### src/rtl/uart_rx_cfg_if.sv
// Purpose: serial-line, runtime-config and received-word signals of the UART receiver.
// Latency: none, wiring only.
// Backpressure: none; result flags are single-cycle pulses with no ready.
interface uart_rx_cfg_if #(
    parameter int DATA_WIDTH = 8,
    parameter int PRESCALE_W = 6
);
    logic                  RX_IN;
    logic [PRESCALE_W-1:0] Prescale;
    logic                  PAR_EN;
    logic                  PAR_TYP;
    logic                  STOP2;
    logic [DATA_WIDTH-1:0] P_DATA;
    logic                  data_valid;
    logic                  par_err;
    logic                  stp_err;
    logic                  brk_det;

    // Line driver / config owner side.
    modport master (
        output RX_IN, Prescale, PAR_EN, PAR_TYP, STOP2,
        input  P_DATA, data_valid, par_err, stp_err, brk_det
    );

    // Receiver side.
    modport slave (
        input  RX_IN, Prescale, PAR_EN, PAR_TYP, STOP2,
        output P_DATA, data_valid, par_err, stp_err, brk_det
    );
endinterface

### src/rtl/uart_rx_cfg.sv
// Purpose: oversampled UART receiver, DATA_WIDTH bits LSB first, optional parity, 1/2 stop, 3-sample vote.
// Latency: result flags one cycle after frame edge (N-1)*P + P/2+1 of the frame.
// Backpressure: none; consumer must accept data_valid/error pulses when they occur.
module uart_rx_cfg #(
    parameter int DATA_WIDTH = 8,
    parameter int PRESCALE_W = 6
) (
    input  logic          CLK,
    input  logic          RST,
    uart_rx_cfg_if.slave  rx
);
    localparam int BW = $clog2(DATA_WIDTH + 1);

    typedef enum logic [2:0] {
        IDLE, START, DATA, PARITY, STOP, WAIT_HIGH
    } state_t;

    state_t state, state_n;

    logic [PRESCALE_W-1:0] edge_cnt;
    logic [PRESCALE_W-1:0] cfg_p;
    logic                  cfg_par_en;
    logic                  cfg_par_typ;
    logic                  cfg_stop2;
    logic [BW-1:0]         bit_cnt;
    logic                  s0, s1;
    logic [DATA_WIDTH-1:0] shreg;
    logic                  par_bit;
    logic                  stp_bad;

    logic [PRESCALE_W-1:0] p_even, p_eff, half;
    logic                  at_s0, at_s1, at_res, at_end;
    logic                  vote, last_data, last_stop;
    logic                  start_det, eval;
    logic                  par_err_c, stp_err_c, brk_c;

    // Odd ratios round down to even; very small ratios are clamped so the three
    // vote samples always fit inside one bit period.
    assign p_even = {rx.Prescale[PRESCALE_W-1:1], 1'b0};
    assign p_eff  = (p_even < PRESCALE_W'(6)) ? PRESCALE_W'(6) : p_even;
    assign half   = cfg_p >> 1;

    assign at_s0  = (edge_cnt == half - PRESCALE_W'(1));
    assign at_s1  = (edge_cnt == half);
    assign at_res = (edge_cnt == half + PRESCALE_W'(1));
    assign at_end = (edge_cnt == cfg_p - PRESCALE_W'(1));

    // Third sample is the live line value at the resolving edge.
    assign vote = (s0 & s1) | (s0 & rx.RX_IN) | (s1 & rx.RX_IN);

    assign last_data = (bit_cnt == BW'(DATA_WIDTH - 1));
    assign last_stop = (bit_cnt == (cfg_stop2 ? BW'(1) : BW'(0)));

    assign stp_err_c = stp_bad | ~vote;
    assign par_err_c = cfg_par_en & ((^shreg) ^ par_bit ^ cfg_par_typ);
    assign brk_c     = stp_err_c & ~(|shreg) & (~par_bit | ~cfg_par_en);

    // State register.
    always_ff @(posedge CLK or posedge RST) begin
        if (RST) state <= IDLE;
        else     state <= state_n;
    end

    // Next-state decode; bit-to-bit moves happen on the last edge of a bit period,
    // start rejection and final evaluation at the resolving edge.
    always_comb begin
        state_n   = state;
        start_det = 1'b0;
        eval      = 1'b0;
        case (state)
            IDLE: begin
                if (!rx.RX_IN) begin
                    state_n   = START;
                    start_det = 1'b1;
                end
            end
            START: begin
                if (at_res && vote)  state_n = IDLE;
                else if (at_end)     state_n = DATA;
            end
            DATA: begin
                if (at_end && last_data) state_n = cfg_par_en ? PARITY : STOP;
            end
            PARITY: begin
                if (at_end) state_n = STOP;
            end
            STOP: begin
                if (at_res && last_stop) begin
                    eval    = 1'b1;
                    state_n = stp_err_c ? WAIT_HIGH : IDLE;
                end
            end
            WAIT_HIGH: begin
                if (rx.RX_IN) state_n = IDLE;
            end
            default: state_n = IDLE;
        endcase
    end

    // Counters, config capture, sampling, shifting and result registers.
    always_ff @(posedge CLK or posedge RST) begin
        if (RST) begin
            edge_cnt      <= '0;
            cfg_p         <= PRESCALE_W'(6);
            cfg_par_en    <= 1'b0;
            cfg_par_typ   <= 1'b0;
            cfg_stop2     <= 1'b0;
            bit_cnt       <= '0;
            s0            <= 1'b1;
            s1            <= 1'b1;
            shreg         <= '0;
            par_bit       <= 1'b0;
            stp_bad       <= 1'b0;
            rx.P_DATA     <= '0;
            rx.data_valid <= 1'b0;
            rx.par_err    <= 1'b0;
            rx.stp_err    <= 1'b0;
            rx.brk_det    <= 1'b0;
        end else begin
            rx.data_valid <= 1'b0;
            rx.par_err    <= 1'b0;
            rx.stp_err    <= 1'b0;
            rx.brk_det    <= 1'b0;

            // The start edge is edge 0 of bit 0, so the following edge is count 1.
            if (start_det)                                 edge_cnt <= PRESCALE_W'(1);
            else if (state_n == IDLE || state_n == WAIT_HIGH) edge_cnt <= '0;
            else if (at_end)                               edge_cnt <= '0;
            else                                           edge_cnt <= edge_cnt + PRESCALE_W'(1);

            if (start_det)   bit_cnt <= '0;
            else if (at_end) bit_cnt <= (state_n != state) ? '0 : bit_cnt + BW'(1);

            if (start_det) begin
                cfg_p       <= p_eff;
                cfg_par_en  <= rx.PAR_EN;
                cfg_par_typ <= rx.PAR_TYP;
                cfg_stop2   <= rx.STOP2;
                par_bit     <= 1'b0;
                stp_bad     <= 1'b0;
            end

            if (at_s0) s0 <= rx.RX_IN;
            if (at_s1) s1 <= rx.RX_IN;

            if (at_res) begin
                case (state)
                    DATA:    shreg   <= {vote, shreg[DATA_WIDTH-1:1]};
                    PARITY:  par_bit <= vote;
                    STOP:    if (!last_stop) stp_bad <= stp_bad | ~vote;
                    default: ;
                endcase
            end

            if (eval) begin
                rx.par_err    <= par_err_c;
                rx.stp_err    <= stp_err_c;
                rx.brk_det    <= brk_c;
                rx.data_valid <= ~par_err_c & ~stp_err_c;
                if (~par_err_c & ~stp_err_c) rx.P_DATA <= shreg;
            end
        end
    end
endmodule

### src/flat_wrapper.sv
// flat-port wrapper written by rule: the top's interface ports become plain ports
module uart_rx_cfg_flat 
#(
    parameter int DATA_WIDTH = 8,
    parameter int PRESCALE_W = 6
)
  (CLK, RST, rx_RX_IN, rx_Prescale, rx_PAR_EN, rx_PAR_TYP, rx_STOP2, rx_P_DATA, rx_data_valid, rx_par_err, rx_stp_err, rx_brk_det);
  uart_rx_cfg_if #(.DATA_WIDTH(DATA_WIDTH), .PRESCALE_W(PRESCALE_W)) rx_i ();
  input  logic CLK;
  input  logic RST;
  input wire logic [$bits(rx_i.RX_IN)-1:0] rx_RX_IN;
  input wire logic [$bits(rx_i.Prescale)-1:0] rx_Prescale;
  input wire logic [$bits(rx_i.PAR_EN)-1:0] rx_PAR_EN;
  input wire logic [$bits(rx_i.PAR_TYP)-1:0] rx_PAR_TYP;
  input wire logic [$bits(rx_i.STOP2)-1:0] rx_STOP2;
  output wire logic [$bits(rx_i.P_DATA)-1:0] rx_P_DATA;
  output wire logic [$bits(rx_i.data_valid)-1:0] rx_data_valid;
  output wire logic [$bits(rx_i.par_err)-1:0] rx_par_err;
  output wire logic [$bits(rx_i.stp_err)-1:0] rx_stp_err;
  output wire logic [$bits(rx_i.brk_det)-1:0] rx_brk_det;
  assign rx_i.RX_IN = rx_RX_IN;
  assign rx_i.Prescale = rx_Prescale;
  assign rx_i.PAR_EN = rx_PAR_EN;
  assign rx_i.PAR_TYP = rx_PAR_TYP;
  assign rx_i.STOP2 = rx_STOP2;
  assign rx_P_DATA = rx_i.P_DATA;
  assign rx_data_valid = rx_i.data_valid;
  assign rx_par_err = rx_i.par_err;
  assign rx_stp_err = rx_i.stp_err;
  assign rx_brk_det = rx_i.brk_det;
  uart_rx_cfg #(.DATA_WIDTH(DATA_WIDTH), .PRESCALE_W(PRESCALE_W)) u_core (.CLK(CLK), .RST(RST), .rx(rx_i));
endmodule
### config.mk
export PLATFORM = sky130hd
export DESIGN_NAME = uart_rx_cfg_flat
export DESIGN_NICKNAME = d
export VERILOG_FILES = /design/src/rtl/uart_rx_cfg_if.sv /design/src/rtl/uart_rx_cfg.sv /design/src/flat_wrapper.sv
export SDC_FILE = /design/constraint.sdc
export NUM_CORES = 1
export LEC_CHECK = 0
export BUFFER_PORTS_ARGS = -buffer_cell sky130_fd_sc_hd__buf_2
export CORE_UTILIZATION = 55
export CTS_BUF_LIST = sky130_fd_sc_hd__clkbuf_8 sky130_fd_sc_hd__clkbuf_16
export DETAILED_ROUTE_END_ITERATION = 8
export PLACE_DENSITY = 0.75
export SLEW_MARGIN = 0
export SYNTH_ARGS = -nofsm -noshare
export SYNTH_HDL_FRONTEND = slang
export SYNTH_SLANG_ARGS = --single-unit
export TNS_END_PERCENT = 20
### constraint.sdc
create_clock -name CLK -period 7.7 [get_ports CLK]
set_input_delay 1.155 -clock CLK [delete_from_list [all_inputs] [get_ports CLK]]
set_output_delay 1.155 -clock CLK [all_outputs]
set_load 0.01 [all_outputs]
==> results of run 1 <==
[power groups by stage]
stage	Combinational, mW	Clock [mW]	Sequential, mW
finish	0.363	0.149	0.367
detailed placement	0.362	0	0.372
global placement	0.351	0	0.370
CTS	0.364	0.154	0.367
global route	0.402	0.164	0.378
floorplan	0.338	0	0.324
[cell usage after synthesis, types with 3 or more instances]
cell type	instances
sky130_fd_sc_hd__o21ai_0	16
sky130_fd_sc_hd__inv_1	19
sky130_fd_sc_hd__ha_1	8
sky130_fd_sc_hd__nand3b_1	3
sky130_fd_sc_hd__xnor2_1	18
sky130_fd_sc_hd__nand4_1	5
sky130_fd_sc_hd__dfstp_2	4
sky130_fd_sc_hd__nand3_1	8
sky130_fd_sc_hd__or3_1	3
sky130_fd_sc_hd__mux2_2	15
sky130_fd_sc_hd__nor2_1	11
sky130_fd_sc_hd__nor3_1	6
sky130_fd_sc_hd__a21oi_1	8
sky130_fd_sc_hd__buf_2	7
sky130_fd_sc_hd__xor2_1	8
sky130_fd_sc_hd__o21ai_1	3
sky130_fd_sc_hd__nand2_1	32
sky130_fd_sc_hd__clkbuf_1	4
sky130_fd_sc_hd__nor4_1	3
sky130_fd_sc_hd__dfrtp_1	41
sky130_fd_sc_hd__nand2b_1	4
sky130_fd_sc_hd__nor2b_1	6
[state kept, by name, summed over array words and instances, names as in the netlist]
register / count
u_core.rx.P_DATA: 8
u_core.shreg: 8
u_core.edge_cnt: 6
u_core.cfg_p: 5
u_core.bit_cnt: 4
u_core.state: 3
u_core.cfg_par_en: 1
u_core.cfg_par_typ: 1
u_core.cfg_stop2: 1
u_core.par_bit: 1
u_core.rx.brk_det: 1
u_core.rx.data_valid: 1
u_core.rx.par_err: 1
u_core.rx.stp_err: 1
u_core.s0: 1
u_core.s1: 1
u_core.stp_bad: 1
[path summary, 6_finish.rpt]
| kind | end | depth (start not counted) |
|---|---|---|
| worst max-delay path | u_core.rx.P_DATA[7] | 9 |
| worst min-delay path | u_core.rx.P_DATA[1] | 1 |
| max in group asynchronous | u_core.bit_cnt[2] | 2 |
| worst min register to register | u_core.rx.P_DATA[1] | 1 |
| min in group asynchronous | u_core.rx.P_DATA[2] | 2 |
| worst max register to register | u_core.rx.P_DATA[7] | 9 |
[cells in the final DEF (no fill, tap or decap), types with 2 or more instances in the layout]
| cell type | instances |
|---|---|
| sky130_fd_sc_hd__o2111ai_1 | 2 |
| sky130_fd_sc_hd__xnor2_1 | 18 |
| sky130_fd_sc_hd__dfrtp_1 | 41 |
| sky130_fd_sc_hd__clkbuf_8 | 6 |
| sky130_fd_sc_hd__a211oi_1 | 2 |
| sky130_fd_sc_hd__nor2b_1 | 6 |
| sky130_fd_sc_hd__inv_1 | 19 |
| sky130_fd_sc_hd__ha_1 | 8 |
| sky130_fd_sc_hd__and2_1 | 2 |
| sky130_fd_sc_hd__a21oi_1 | 8 |
| sky130_fd_sc_hd__o211ai_1 | 2 |
| sky130_fd_sc_hd__buf_2 | 22 |
| sky130_fd_sc_hd__nand2b_1 | 4 |
| sky130_fd_sc_hd__mux2_2 | 15 |
| sky130_fd_sc_hd__nand3_1 | 8 |
| sky130_fd_sc_hd__o21ai_0 | 16 |
| sky130_fd_sc_hd__nor4_1 | 2 |
| sky130_fd_sc_hd__nor3_1 | 6 |
| sky130_fd_sc_hd__nor2_1 | 11 |
| sky130_fd_sc_hd__nand4_1 | 5 |
| sky130_fd_sc_hd__xor2_1 | 8 |
| sky130_fd_sc_hd__or3_1 | 3 |
| sky130_fd_sc_hd__a21o_1 | 2 |
| sky130_fd_sc_hd__nand2_1 | 32 |
| sky130_fd_sc_hd__dfstp_2 | 4 |
| sky130_fd_sc_hd__a41oi_1 | 2 |
| sky130_fd_sc_hd__nand3b_1 | 3 |
| sky130_fd_sc_hd__o21ai_1 | 3 |
[per-layer routing]
layer	routed length, µm	global-route usage, %	share of wire (%)	vias to the layer above
li1	-	-	-	964
met1	2220	27.2	48	905
met2	2230	36.8	48	39
met3	147	4.47	3.2	6
met4	59	7.48	1.3	0
met5	0	0	0	-
[through the flow]
step                      instance area (µm²)  power, mW
after floorplan                          2580      0.662
after global placement                   2720      0.721
after detailed placement                 2720      0.733
after CTS                                2820      0.884
after global routing                     2820      0.944
final                                    2820      0.879
[cell type report]
| class | count | area, µm² | share of cell area (%) |
|---|---|---|---|
| well taps | 52 | 65.1 | 2.31 |
| flip-flops and latches | 45 | 1130 | 40.2 |
| repair buffers | 23 | 118 | 4.18 |
| clock inverters | 2 | 11.3 | 0.400 |
| inverters | 19 | 71.3 | 2.53 |
| clock buffers | 6 | 82.6 | 2.93 |
| multi-input cells | 190 | 1340 | 47.5 |
[cells by family (layout without fill, tap and decap cells)]
kind of cell / Yosys count / count (layout) / share of synthesized area, %
buf+inv: 30 / 50 / 4.70
xor+xnor: 27 / 27 / 9.45
flops: 45 / 45 / 43.8
compound gates: 48 / 48 / 13.0
simple gates: 91 / 91 / 18.2
fa+ha+maj: 9 / 9 / 4.31
mux: 15 / 15 / 6.54
==> run_results.csv, run 1 <==
group,metric,value,unit
run_status,run_status,"finished with violations",
run_status,failed_checks,"design-rule violations",
setup_path,critical_path_required,7.88,ns
detailed_routing,drt_first_pass_iters,6,
cts,max-clock-path-buffers,2,
cells_and_area,area_growth_syn_to_layout,9.01,%
setup_path,crit_family,"simple AND/OR/NAND/NOR gates",
cts,post-cts-setup-buffers,0,
global_route,grt_start_max_net_pins,46,
yosys,netlist-cell-type-count,49,
sta,final_min_period_over_clock_period,40.7,%
job,max_cap_violations,0,
sta,hold_slack,0.505,ns
yosys,syn_inst,265,
cts,tritoncts,"built",
sta,worst_slack,4.57,ns
pwr,pwr_density_cell,312,mW/mm²
global_route,grt_antenna_before_repair,0,
sta,final_max_slew_viol_count,0,
setup_path,critical_path.most_common_cell,"sky130_fd_sc_hd__nand4_1",
setup_path,timing.rr.start,"u_core.cfg_p[1]",
sta,setup_viol,0,
detailed_routing,detailroute.via_count,1914,
setup_path,startpoint_type,"flop",
sta,setup_repair_after_global_routing_missed_its_margin,"no",
cts,clock_slew_seen_by_the_registers_of_the_worst_setup_and_hold_paths,0.08,ns
placement,post_placement_cell_count,329,
sta,timing_worst_slew_pin_value,0.898,ns
cts,number_of_resized_instances_in_the_post_cts_repair_step,0,
sta,slew-limit-headroom,40.1,%
detailed_routing,detail_route.wl_per_cell,13.8,µm
yosys,synthDominantCellAreaShare,39.7,%
pwr,combPwrFrac,41.3,%
detailed_routing,post-route-drc-count,8,
cts,clock-sinks,45,
global_route,first_global_vias,1876,
cells_and_area,layout.core_utilization,63.3,%
cells_and_area,insertedDiodeCount,0,
cts,hold_buffer_count_at_cts,0,
floorplanning,die_width,70.5,µm
pwr,p_switching,350,µW
placement,worst_slack_at_placement,4.41,ns
cts,clk_latency,0.30,ns
floorplanning,ios,24,
yosys,synth.ff_latch_count,45,
placement,dp.final_hpwl,3530,µm
setup_path,startpoint,"u_core.cfg_p[1]",
sta,max_freq,319,MHz
setup_path,cp_max_fo,9,
yosys,syn-cell-area,0.00258,mm²
cells_and_area,n_fill_cell,385,
floorplanning,coreArea,0.00444,mm²
floorplanning,placement_rows,24,
floorplanning,floorplan.initialDensity,58.1,%
global_route,grt.overflow.total,0,
yosys,postSynthNetCount,285,
floorplanning,die_area,0.00497,mm²
yosys,synth_area_leaders,"sky130_fd_sc_hd__dfrtp_1 (40%), sky130_fd_sc_hd__mux2_2 (6.5%), sky130_fd_sc_hd__xnor2_1 (6.1%)",
setup_path,slowest_stage,"sky130_fd_sc_hd__dfstp_2",
detailed_routing,final_antenna_net_count,0,
placement,routabilityCongestion,0.889,
hold_path,min_from,"u_core.rx.P_DATA[1]",
cells_and_area,layout_cells_sized_above_1,20.7,%
yosys,yosys_warnings,0,
cells_and_area,fin_nets,304,
yosys,synth_top_area_cell,"sky130_fd_sc_hd__dfrtp_1",
detailed_routing,drt_first_iter_violations,162,
cells_and_area,final-instance-count-excl-fill,337,
pwr,internal_power,529,µW
setup_path,largest_stage_delay_worst_path,0.62,ns
sta,finalSetupTns,0,ns
global_route,grt_usage,21.5,%
pwr,p_seq_share,41.8,%
placement,numPortBuffers,22,
pwr,clkPwrFrac,16.9,%
setup_path,worstPathArrival,3.31,ns
yosys,synth-edff-count,0,
detailed_routing,detail_route.wirelength,4650,µm
setup_path,crit_chain,"inv_1 -> ha_1 -> xnor2_1 -> nor2b_1 -> nand4_1 -> or2_1 -> nor2_1 -> nand4_1 -> mux2_2",
setup_path,worst-r2r-setup-slack,4.57,ns
setup_path,critical_path_buf_inv_count,1,
cts,ctsHtreeMaxLevel,2,
cts,tritoncts.num_buffers,5,
yosys,avgSynthCellArea,9.75,µm²
sta,report.final.hold_viol_count,0,
setup_path,setup.worst_path.class,"flop to flop",
detailed_routing,detail_route.vias_per_cell,5.68,
pwr,power.switching_fraction,39.8,%
yosys,postSynth.asyncResetShare,100,%
yosys,synth_seq_area_share,43.8,%
cts,clock-root-buffer,"sky130_fd_sc_hd__clkbuf_8",
sta,worst_clock_skew,0.0113,ns
setup_path,worst_setup_path_end_kind,"flop",
sta,final.min_clock_period,3.13,ns
floorplanning,die_height,70.5,µm
global_route,grt_pass1_wl,8340,µm
pwr,vdd_drop_max,0.000230,V
hold_path,type_of_the_worst_min_delay_path,"flop to flop",
yosys,synth_flop_cell,"sky130_fd_sc_hd__dfrtp_1",
pwr,reported_leakage_power,1.26,nW
Note: power is estimated with default switching activity, not from simulation.
==> run 2: changes to the inputs <==
clock period = 3.15 ns   (was 7.7 ns; I/O delays follow)
==> run 2 against run 1 <==
The run still ends with design-rule violations left; first-iteration DRC count shrank 17%; non-clock buffer count grew 3; highest routed layer unchanged; die area is the same; flip-flop and latch count is the same; sequential power grew 140%; design area grew 1.1%; clock-buffer cell count is the same; via count grew 3.0%; wire length shrank 0.26%.
==> run_results.csv, run 2 (synthesis results as in run 1) <==
group,metric,value,unit
floorplanning,die_width,70.5,µm
sta,slew-limit-headroom,39.0,%
setup_path,crit_chain,"inv_1 -> ha_1 -> xnor2_1 -> nor2b_1 -> nand4_1 -> or3_1 -> a211oi_1 -> nand3_1 -> o21ai_1",
setup_path,largest_stage_delay_worst_path,0.62,ns
cts,clock-sinks,45,
global_route,grt.overflow.total,0,
setup_path,setup.worst_path.class,"flop to flop",
detailed_routing,drt_first_iter_violations,134,
floorplanning,ios,24,
pwr,pwr_density_cell,762,mW/mm²
sta,worst_clock_skew,0.00792,ns
sta,final_max_slew_viol_count,0,
placement,routabilityCongestion,0.895,
pwr,vdd_drop_max,0.000456,V
placement,post_placement_cell_count,332,
placement,dp.final_hpwl,3410,µm
cts,clock-root-buffer,"sky130_fd_sc_hd__clkbuf_8",
sta,report.final.hold_viol_count,0,
sta,timing_worst_slew_pin_value,0.913,ns
setup_path,timing.rr.start,"u_core.cfg_p[1]",
cts,tritoncts.num_buffers,5,
job,max_cap_violations,0,
global_route,grt_start_max_net_pins,46,
detailed_routing,detail_route.vias_per_cell,5.80,
sta,final_min_period_over_clock_period,92.9,%
detailed_routing,detail_route.wirelength,4640,µm
detailed_routing,detail_route.wl_per_cell,13.7,µm
floorplanning,placement_rows,24,
hold_path,type_of_the_worst_min_delay_path,"input port to asynchronous set/reset pin",
cells_and_area,insertedDiodeCount,0,
cts,max-clock-path-buffers,2,
detailed_routing,final_antenna_net_count,0,
placement,postPlaceCellArea,0.00274,mm²
sta,max_freq,342,MHz
cts,ctsHtreeMaxLevel,2,
cts,hold_buffer_count_at_cts,0,
setup_path,startpoint_type,"flop",
setup_path,worst_setup_path_end_kind,"flop",
cells_and_area,finish.instance_area,0.00285,mm²
setup_path,reg2regPathDepth,9,
cells_and_area,fin_nets,307,
setup_path,slowest_stage,"sky130_fd_sc_hd__dfstp_2",
setup_path,cp_max_fo,8,
detailed_routing,post-route-drc-count,8,
detailed_routing,detailroute.via_count,1972,
floorplanning,die_area,0.00497,mm²
floorplanning,die_height,70.5,µm
cts,tritoncts,"built",
sta,final.min_clock_period,2.93,ns
run_status,failed_checks,"design-rule violations",
global_route,grt_usage,22.2,%
cts,clock_slew_seen_by_the_registers_of_the_worst_setup_and_hold_paths,0.08,ns
cells_and_area,largestRegisters,"u_core.rx.P_DATA: 8 flops, u_core.shreg: 8 flops, u_core.edge_cnt: 6 flops",
cts,clk_latency,0.30,ns
pwr,reported_leakage_power,1.30,nW
cells_and_area,final-instance-count-excl-fill,340,
detailed_routing,drt_first_pass_iters,6,
global_route,grt_pass1_wl,8600,µm
setup_path,worstPathArrival,3.16,ns
global_route,first_global_vias,1835,
cells_and_area,mostFrequentLayoutCells,"sky130_fd_sc_hd__dfrtp_1 (41), sky130_fd_sc_hd__nand2_1 (32), sky130_fd_sc_hd__buf_2 (22)",
floorplanning,coreArea,0.00444,mm²
setup_path,startpoint,"u_core.cfg_p[1]",
sta,setup_viol,0,
run_status,run_status,"finished with violations",
cells_and_area,area_growth_syn_to_layout,10.2,%
sta,finalSetupTns,0,ns
placement,numPortBuffers,22,
global_route,grt_antenna_before_repair,0,
cells_and_area,final_common_cell,"sky130_fd_sc_hd__dfrtp_1",
floorplanning,floorplan.initialDensity,58.1,%
cells_and_area,layout_cells_sized_above_1,21.2,%
pwr,total_power,2.17,mW
setup_path,critical_path_required,3.38,ns
==> run 2: layout make-up <==
| class | instances | area, µm² |
|---|---|---|
| clock buffers | 6 | 82.6 |
| multi-input cells | 190 | 1350 |
| clock inverters | 2 | 7.51 |
| inverters | 19 | 71.3 |
| well taps | 52 | 65.1 |
| fillers | 384 | 1600 |
| repair buffers | 26 | 140 |
| flip-flops and latches | 45 | 1130 |
==> run 2: worst paths after layout <==
| kind | slack (ns) | to |
|---|---|---|
| max | 0.22 | u_core.bit_cnt[0] |
| min | 0.37 | u_core.shreg[2] |
| max reg2reg | 0.22 | u_core.bit_cnt[0] |
| min reg2reg | 0.50 | u_core.rx.P_DATA[1] |
| max in group asynchronous | 2.21 | u_core.edge_cnt[0] |
| min in group CLK | 0.39 | u_core.cfg_par_en |
==> run 2: power breakdown <==
group	internal, mW	switching [mW]
clock network	0.172	0.184
registers	0.708	0.191
logic	0.422	0.490
total	1.30	0.865
==> run 2: routing by layer <==
metal  up-vias  wire [µm]  track usage (%)
li1        975          -                -
met1       944       2190             29.4
met2        43       2190             35.4
met3        10        155             3.90
met4         0        103             10.4
met5         -          0                0
==> run 2: metrics by stage <==
stage	utilization, %	hold slack, ns	setup slack, ns
after floorplan	-	0.461	0.390
after global placement	61.7	0.480	0.287
after detailed placement	61.7	0.488	0.253
after CTS	63.8	0.382	0.231
after global routing	64.0	0.393	-0.0164
final	64.0	0.370	0.224
==> run 2: worst max-delay path, delay by kind of cell, from the launching register on <==
family                   cells  cell delay [ns]
AO/OA/AOI/OAI                2             0.56
AND/OR/NAND/NOR              4             1.06
flip-flops                   1             0.62
adder cells (fa/ha/maj)      1             0.34
buffers and inverters        1             0.07
XOR/XNOR                     1             0.21
==> run 2: timing repair <==
action	CTS	global route
gates resized for setup	0	1
buffers inserted	0	0
setup endpoints to repair	0	6
==> run 3: changes to the inputs <==
RECOVER_POWER = 50   (was default)
==> run 3 against run 2 <==
The run ends with design-rule violations, max-capacitance violations, max-slew violations left; utilization is 0.17 points lower; first-iteration DRC count grew 0.75%; power hardly changed; via count shrank 0.10%.
==> run_results.csv, run 3 (synthesis results as in run 1) <==
group,metric,value,unit
pwr,reported_leakage_power,1.27,nW
detailed_routing,final_antenna_net_count,0,
setup_path,reg2regPathDepth,9,
global_route,grt-busiest-layer,"met2",
cts,hold_buffer_count_at_cts,0,
hold_path,type_of_the_worst_min_delay_path,"input port to flop",
cells_and_area,fin_nets,307,
floorplanning,die_width,70.5,µm
global_route,grt_start_max_net_pins,46,
floorplanning,coreArea,0.00444,mm²
cells_and_area,largestRegisters,"u_core.rx.P_DATA: 8 flops, u_core.shreg: 8 flops, u_core.edge_cnt: 6 flops",
sta,timing_worst_slew_pin_value,1.65,ns
global_route,global_route.usage.met3,3.90,%
run_status,run_status,"finished with violations",
sta,finalSetupTns,0,ns
placement,numPortBuffers,22,
global_route,grt.overflow.total,0,
global_route,first_global_vias,1835,
run_status,failed_checks,"design-rule violations, max-capacitance violations, max-slew violations",
cts,clock-root-buffer,"sky130_fd_sc_hd__clkbuf_8",
sta,report.final.hold_viol_count,0,
detailed_routing,drt_first_pass_iters,6,
sta,slew-limit-headroom,-10.1,%
sta,worst_clock_skew,0.00792,ns
cts,clock_slew_seen_by_the_registers_of_the_worst_setup_and_hold_paths,0.08,ns
cts,clock-sinks,45,
placement,routabilityCongestion,0.895,
global_route,grt_util_met2,35.4,%
setup_path,worst-r2r-setup-slack,0.22,ns
pwr,pwr_density_cell,764,mW/mm²
cells_and_area,final-instance-count-excl-fill,340,
cts,max-clock-path-buffers,2,
cells_and_area,insertedDiodeCount,0,
global_route,grt_util_met1,29.4,%
setup_path,worstReg2RegEnd,"u_core.bit_cnt[0]",
cells_and_area,mostFrequentLayoutCells,"sky130_fd_sc_hd__dfrtp_1 (41), sky130_fd_sc_hd__nand2_1 (32), sky130_fd_sc_hd__inv_1 (21)",
cts,post-cts-setup-buffers,0,
placement,dp.final_hpwl,3410,µm
detailed_routing,post-route-drc-count,8,
sta,final_min_period_over_clock_period,92.9,%
sta,hold_slack,0.385,ns
detailed_routing,drt_first_iter_violations,135,
job,max_cap_violations,1,
floorplanning,ios,24,
floorplanning,placement_rows,24,
floorplanning,die_area,0.00497,mm²
setup_path,critical_path_required,3.38,ns
floorplanning,die_height,70.5,µm
cells_and_area,layout.core_utilization,63.9,%
cells_and_area,layout_cells_sized_above_1,18.8,%
setup_path,worst_setup_path_end_kind,"flop",
global_route,grt_antenna_before_repair,0,
cts,tritoncts,"built",
setup_path,startpoint,"u_core.cfg_p[1]",
global_route,grt_usage,22.2,%
detailed_routing,detail_route.wl_per_cell,13.7,µm
sta,max_freq,342,MHz
cells_and_area,area_growth_syn_to_layout,9.88,%
cts,number_of_resized_instances_in_the_post_cts_repair_step,0,
pwr,vdd_drop_max,0.000456,V
global_route,grt_pass1_wl,8600,µm
pwr,total_power,2.17,mW
hold_path,min_from,"rx_PAR_EN",
detailed_routing,detail_route.vias_per_cell,5.79,
cts,ctsHtreeMaxLevel,2,
sta,final_max_slew_viol_count,46,
setup_path,startpoint_type,"flop",
hold_path,holdPathEnd,"u_core.cfg_par_en",
detailed_routing,detail_route.wirelength,4650,µm
setup_path,cp_max_fo,8,
setup_path,setup.worst_path.class,"flop to flop",
cts,clk_latency,0.30,ns
setup_path,worstPathArrival,3.16,ns
placement,post_placement_cell_count,332,
floorplanning,floorplan.initialDensity,58.1,%
detailed_routing,detailroute.via_count,1970,
hold_path,hold-path-cell-count,3,
setup_path,timing.rr.start,"u_core.cfg_p[1]",
cells_and_area,final_common_cell,"sky130_fd_sc_hd__dfrtp_1",
cts,tritoncts.num_buffers,5,
sta,final.min_clock_period,2.93,ns
sta,setup_viol,0,
## run 3: cell count changes in the layout (fill, tap and decap cells not counted), sizes merged
cell / previous run / this run
clkbuf: 6 / 12
buf: 26 / 20
## run 3: worst max-delay path by stage
| stage | to | slack, ns | depth (start not counted) |
|---|---|---|---|
| 6_report | u_core.bit_cnt[0] | 0.22 | 9 |
| 5_1_grt | u_core.edge_cnt[2] | -0.02 | 9 |
| 2_1_floorplan | u_core.rx.P_DATA[0] | 0.39 | 10 |
| 3_5_place_dp | u_core.edge_cnt[4] | 0.25 | 9 |
| 3_3_place_gp | u_core.edge_cnt[3] | 0.29 | 9 |
| 4_1_cts | u_core.edge_cnt[4] | 0.23 | 9 |
## run 3: per-stage QoR
| step | cell area (µm²) | setup WS (ns) |
|---|---|---|
| 2_1_floorplan | 2580 | 0.390 |
| 3_3_place_gp | 2740 | 0.287 |
| 3_5_place_dp | 2740 | 0.253 |
| 4_1_cts | 2830 | 0.231 |
| 5_1_grt | 2840 | -0.0164 |
| 6_report | 2840 | 0.224 |
## run 3: final cells by class
class                      count  area [µm²]
fill                         388        1610
inverter                      19        71.3
sequential                    45        1130
multi-input combinational    190        1350
timing repair buffer          26         133
clock inverter                 2        7.51
tap                           52        65.1
clock buffer                   6        82.6
## run 3: where the power goes
| group | total, mW | internal [mW] | switching (mW) | leakage [nW] |
|---|---|---|---|---|
| clock | 0.356 | 0.172 | 0.184 | 0.0538 |
| combinational | 0.912 | 0.422 | 0.490 | 0.629 |
| sequential | 0.899 | 0.708 | 0.191 | 0.587 |
| total | 2.17 | 1.30 | 0.865 | 1.27 |
## run 3: layer usage
metal	part of all wire [%]	vias to the layer above
met5	0	-
met3	3.4	10
li1	-	975
met1	47	942
met4	2.2	0
met2	47	43
## run 3: critical path: stages, from the launching register on
cell and delay [ns]:
sky130_fd_sc_hd__dfstp_2 0.62, sky130_fd_sc_hd__inv_1 0.07, sky130_fd_sc_hd__ha_1 0.34, sky130_fd_sc_hd__xnor2_1 0.21, sky130_fd_sc_hd__nor2b_1 0.15, sky130_fd_sc_hd__nand4_1 0.26
sky130_fd_sc_hd__or3_1 0.49, sky130_fd_sc_hd__a211oi_1 0.42, sky130_fd_sc_hd__nand3_1 0.16, sky130_fd_sc_hd__o21ai_1 0.14
